===== src/rtl/adsr_pkg.sv =====
// adsr_pkg: shared envelope state encoding and level width
// Exports LVL_W (envelope level width) and state_t (IDLE..RELEASE, 3-bit).
package adsr_pkg;
   localparam int LVL_W = 8;
   typedef enum logic [2:0] {
      IDLE    = 3'd0,
      ATTACK  = 3'd1,
      DECAY   = 3'd2,
      SUSTAIN = 3'd3,
      RELEASE = 3'd4
   } state_t;
endpackage


===== src/rtl/env_tick_gen.sv =====
// env_tick_gen: free-running divider, one-cycle tick every TICK_DIV clocks
// Ports: clk, rst (async, active-high), tick (high for one cycle per period).
module env_tick_gen #(
   parameter int TICK_DIV = 12000
) (
   input  logic clk,
   input  logic rst,
   output logic tick
);
   localparam int CW = TICK_DIV > 1 ? $clog2(TICK_DIV) : 1;
   localparam logic [CW-1:0] LAST = CW'(TICK_DIV - 1);
   logic [CW-1:0] cnt;
   always_ff @(posedge clk or posedge rst)
      if (rst) cnt <= '0;
      else cnt <= cnt == LAST ? '0 : cnt + 1'b1;
   assign tick = cnt == LAST;
endmodule


===== src/rtl/adsr_envelope.sv =====
// adsr_envelope: ADSR envelope shaper scaling the AC part of a tone sample
// Ports: clk, rst (async, active-high), gate (async key level),
//        sample_in (unsigned tone), sample_out (enveloped, 2-cycle latency),
//        level (current envelope level), active (state is not IDLE).
module adsr_envelope
   import adsr_pkg::*;
#(
   parameter int DATA_W       = 11,
   parameter int MID          = 638,
   parameter int TICK_DIV     = 12000,
   parameter int ATTACK_STEP  = 8,
   parameter int DECAY_STEP   = 2,
   parameter int SUSTAIN_LVL  = 160,
   parameter int RELEASE_STEP = 4
) (
   input  logic              clk,
   input  logic              rst,
   input  logic              gate,
   input  logic [DATA_W-1:0] sample_in,
   output logic [DATA_W-1:0] sample_out,
   output logic [LVL_W-1:0]  level,
   output logic              active
);
   localparam int LW = LVL_W + 1;
   localparam logic [LW-1:0] FULL = LW'((1 << LVL_W) - 1);
   localparam logic [LW-1:0] A_S  = LW'(ATTACK_STEP);
   localparam logic [LW-1:0] D_S  = LW'(DECAY_STEP);
   localparam logic [LW-1:0] SUS  = LW'(SUSTAIN_LVL);
   localparam logic [LW-1:0] R_S  = LW'(RELEASE_STEP);
   localparam int PW = DATA_W + 1 + LW;
   localparam int SW = PW + 1;
   localparam logic signed [DATA_W:0] MID_D = (DATA_W + 1)'(MID);
   localparam logic signed [SW-1:0]   MID_S = SW'(MID);
   localparam logic signed [SW-1:0]   MAX_S = SW'((1 << DATA_W) - 1);
   logic tick, rise, fall;
   logic [2:0] gs;
   state_t state, edge_state, nstate;
   logic [LVL_W-1:0] nlevel;
   logic [LW-1:0] lv, up_sat, dn_dec, dn_rel, up;
   logic signed [DATA_W:0] d;
   logic signed [PW-1:0] p_q;
   logic signed [SW-1:0] s;
   env_tick_gen #(.TICK_DIV(TICK_DIV)) u_tick (.clk(clk), .rst(rst), .tick(tick));
   // gs[1:0] synchronize the pin; gs[2] is the previous synchronized value
   always_ff @(posedge clk or posedge rst)
      if (rst) gs <= '0;
      else gs <= {gs[1:0], gate};
   assign rise = gs[1] & ~gs[2];
   assign fall = ~gs[1] & gs[2];
   assign lv     = {1'b0, level};
   assign up     = lv + A_S;
   assign up_sat = up > FULL ? FULL : up;
   assign dn_dec = lv >= SUS + D_S ? lv - D_S : SUS;
   assign dn_rel = lv >= R_S ? lv - R_S : '0;
   // edge decides the state first; a coincident tick then steps by the new state's rule
   always_comb begin
      edge_state = rise ? ATTACK :
                   (fall && (state == ATTACK || state == DECAY || state == SUSTAIN)) ? RELEASE : state;
      nstate = edge_state;
      nlevel = level;
      if (tick && edge_state == ATTACK) begin
         nlevel = up_sat[LVL_W-1:0];
         nstate = up_sat == FULL ? DECAY : ATTACK;
      end else if (tick && edge_state == DECAY) begin
         nlevel = dn_dec[LVL_W-1:0];
         nstate = dn_dec == SUS ? SUSTAIN : DECAY;
      end else if (tick && edge_state == RELEASE) begin
         nlevel = dn_rel[LVL_W-1:0];
         nstate = dn_rel == '0 ? IDLE : RELEASE;
      end
   end
   always_ff @(posedge clk or posedge rst)
      if (rst) begin
         state <= IDLE;
         level <= '0;
      end else begin
         state <= nstate;
         level <= nlevel;
      end
   assign active = state != IDLE;
   assign d = $signed({1'b0, sample_in}) - MID_D;
   // floor shift of the signed product keeps the DC point exact at any level
   assign s = SW'(p_q >>> LVL_W) + MID_S;
   always_ff @(posedge clk or posedge rst)
      if (rst) begin
         p_q        <= '0;
         sample_out <= DATA_W'(MID);
      end else begin
         p_q        <= PW'(d) * PW'($signed({1'b0, level}));
         sample_out <= s < 0 ? '0 : s > MAX_S ? '1 : s[DATA_W-1:0];
      end
endmodule


===== config.mk =====
export PLATFORM = sky130hd
export DESIGN_NAME = adsr_envelope
export DESIGN_NICKNAME = d
export VERILOG_FILES = /design/src/rtl/adsr_pkg.sv /design/src/rtl/env_tick_gen.sv /design/src/rtl/adsr_envelope.sv
export SDC_FILE = /design/constraint.sdc
export NUM_CORES = 1
export LEC_CHECK = 0
export ABC_AREA = 0
export CORE_MARGIN = 5
export CORE_UTILIZATION = 34
export DETAILED_ROUTE_END_ITERATION = 12
export SYNTH_ARGS = -nofsm -noshare
export SYNTH_HDL_FRONTEND = slang
export SYNTH_SLANG_ARGS = --single-unit

===== constraint.sdc =====
create_clock -name clk -period 5.2 [get_ports clk]
set_input_delay 1.56 -clock clk [delete_from_list [all_inputs] [get_ports clk]]
set_output_delay 1.56 -clock clk [all_outputs]
set_load 0.02 [all_outputs]

==> metrics.cfg <==
[route]
route.antenna.remaining_nets=0
drt_first_iter_violations=257
route.final.wire_length_mm=15.5
via_count=5218
first_pass_iters=4
drt_drc_violations_left=0
wire_per_inst_um=14.0
post_drt_via_cell_ratio=4.71

[placement]
place_inst=1078
half_perimeter_wire_length_after_placement_mm=12.3
gpl.final_weighted_congestion=0.883
port_buffer_cells=33
dp_slack_ps=-1560
detailed_place.area_sq_um=7890

[timing]
setup_violations=13
layout_setup_ws_ps=-800
hold_viol=0
fin_crit_ps=6000
maxSlewViolCount=0
fin_worst_skew_ps=9.62
tightest_slew_ps=1050
fmax_ghz=0.167
timing.final.crit_share_pct=115
setup_repair_after_global_routing_missed_its_margin=true
max-slew-margin-rel_pct=30.2

[worst_setup_path]
critPathRequiredTime_ps=5380
cp_max_fo=5
cpMostUsedCell=sky130_fd_sc_hd__fa_1
cp.arrival_ps=6180
worstPathCellList=buf_8, ha_4, nand3_4, nor2_4, or3_4, a21oi_4, buf_6, nand2_8, buf_4, fa_1, inv_1, fa_1, fa_1, inv_1, fa_1, inv_2, ha_4, nand2_4, nor4_4, a31oi_2, a21oi_2, a211oi_2, xnor2_1
setup.worst_path.class=primary input to flop
critPathMaxStageDelay_ps=490
cp.buffers_inverters=6
crit_path_top_delay_cell=sky130_fd_sc_hd__fa_1
critical_path.top_delay_family=adder cells
crit_path_start_kind=primary input
endpoint_kind=flop

[final_layout]
n_antenna_cell=0
layout_common_cells=sky130_fd_sc_hd__inv_1 (124), sky130_fd_sc_hd__buf_4 (84), sky130_fd_sc_hd__fa_1 (75)
num-fill-cells=1820
final_cell_area_sq_um=8520
final_layout_size_suffix_gt1_share_pct=24.1
final_core_utilization_pct=45.3
nets=989
final_cells=1108
area_delta_synth_final_pct=30.1
most_common_library_cell_in_the_layout_ignoring_fill_and_taps=sky130_fd_sc_hd__inv_1

[die]
floorplan_die_area_sq_um=22100
row_count=50
floorplan.die.width_um=149
initial_core_util_pct=34.8
floorplan.core_area_sq_um=18800
die_height_um=149
floorplan.io_pins=34

[clocking]
tritoncts_clock_tree=done
tritoncts.num_buffers=5
cts.root.buffer_cell=sky130_fd_sc_hd__clkbuf_16
cts-hold-fix-buffers=0
cts.reportedPaths.clkPinSlew_ps=70
clock_path_buffers=2
cts.sink_count=52
insertion_delay_ps=290
cts_htree_levels=2

[yosys]
syn_avg_cell_area_sq_um=8.90
post_synth_inst_count=736
yosys_synthesis_warning_count=0
synth_fp_nets=878
ys_async_sr_fraction_pct=100
syn_area_sq_um=6550
ys_dominant_reg_cell=sky130_fd_sc_hd__dfrtp_1
post_synth_num_cell_types=64
synth_sequential_area_ratio_pct=20.0
synth_edf_count=0
postSynthRegisterBits=52

[run_status]
violations=setup timing
status=complete, but fails checks

[global_routing]
gr-usage-all-layers_pct=14.5
globalRouteOverflowTotal=0
grt_start_max_net_pins=53
initial_antenna_violation_count=0
grt_pass1_wl_mm=26.6
first_global_vias=5495

[power]
total_power_uw=864
power_leakage_nw=4.08
ir_drop_mv=0.131
pwr_cell_area_nw_per_um2=101

[flow_run]
max_cap_viol_count=0

[min_path]
min-delay-path-class=flop to flop

-- final cells by class --
cell class	instances	area [sq um]	share of cell area, %
sequential	52	1310	15.4
clock buffer	5	125	1.47
tap	260	325	3.82
inverter	138	520	6.11
multi-input combinational	521	5120	60.1
clock inverter	3	26.3	0.308
timing repair buffer	129	1090	12.8
-- kinds of logic (layout without fill, tap and decap cells) --
family                   Yosys count  count (layout)  synth area share [%]
flip-flops                        52              52                  20.0
AO/OA/AOI/OAI                    112             112                  11.6
adder cells (fa/ha/maj)          129             129                  33.4
buffers and inverters            163             275                  9.64
multiplexers                       3               3                 0.573
AND/OR/NAND/NOR                  227             227                  18.1
XOR/XNOR                          50              50                  6.68
-- worst paths after layout --
| check | from | end | slack (ps) | cells after the start |
|---|---|---|---|---|
| worst max register to register | level[5] | p_q[16] | 540 | 16 |
| worst min-delay path | gs[0] | gs[1] | 350 | 0 |
| min in group asynchronous | rst | u_tick.cnt[4] | 1860 | 2 |
| max in group asynchronous | rst | state[1] | 2690 | 2 |
| worst max-delay path | sample_in[1] | p_q[20] | -800 | 23 |
| worst min register to register | gs[0] | gs[1] | 350 | 0 |
-- flip-flops by register name, indices dropped and copies added (netlist names) --
| name | count |
|---|---|
| gs | 3 |
| level | 8 |
| p_q | 13 |
| sample_out | 11 |
| state | 3 |
| u_tick.cnt | 14 |
-- through the flow --
stage	TNS [ps]	hold slack, ps
finish	-7590	354
global route	-10120	358
CTS	-7500	356
detailed placement	-17600	339
global placement	-16760	341
floorplan	-7000	331
-- power by group --
group	switching (mW)	total, mW	internal (mW)
registers	0.00738	0.416	0.408
clock network	0.149	0.331	0.182
logic	0.0590	0.118	0.0592
-- cell usage after synthesis (all sizes together), types with 3 or more instances --
cell type / n / area share, %
o21ai: 30 / 2.3
buf: 9 / 0.82
o31a: 3 / 0.40
and2: 45 / 4.3
and4: 5 / 0.71
nor2: 41 / 2.3
fa: 77 / 24
a211oi: 7 / 0.80
nand2b: 7 / 0.67
o21a: 4 / 0.46
and3: 5 / 0.48
dfstp: 7 / 2.8
dfrtp: 45 / 17
clkbuf: 16 / 0.92
nor2b: 4 / 0.38
or3: 5 / 0.48
a21boi: 3 / 0.34
xor2: 23 / 3.1
nand2: 68 / 3.9
o211ai: 8 / 0.92
nor3: 7 / 0.53
ha: 51 / 9.7
nor3b: 7 / 0.80
nand3: 16 / 1.2
xnor2: 27 / 3.6
a21oi: 25 / 2.0
mux2: 3 / 0.57
a31oi: 9 / 0.86
a21o: 4 / 0.46
inv: 138 / 7.9
nor4b: 3 / 0.59
nand4: 4 / 0.38
-- routing by layer --
layer  GRT usage, %  routed length (um)  part of all wire [%]  up-vias
li1               -                   -                     -     2575
met5              0                   0                     0        -
met2           25.8                7740                    50       57
met1           19.7                7170                    46     2575
met4           1.83                 126                  0.81        0
met3           1.46                 438                   2.8       11
-- repair_timing --
| item | CTS | global route |
|---|---|---|
| setup buffers | 16 | 7 |
| resized for setup | 74 | 22 |
| setup endpoints to repair | 13 | 13 |
| pin swaps | 52 | 36 |
(Power assumes the default switching activity.)
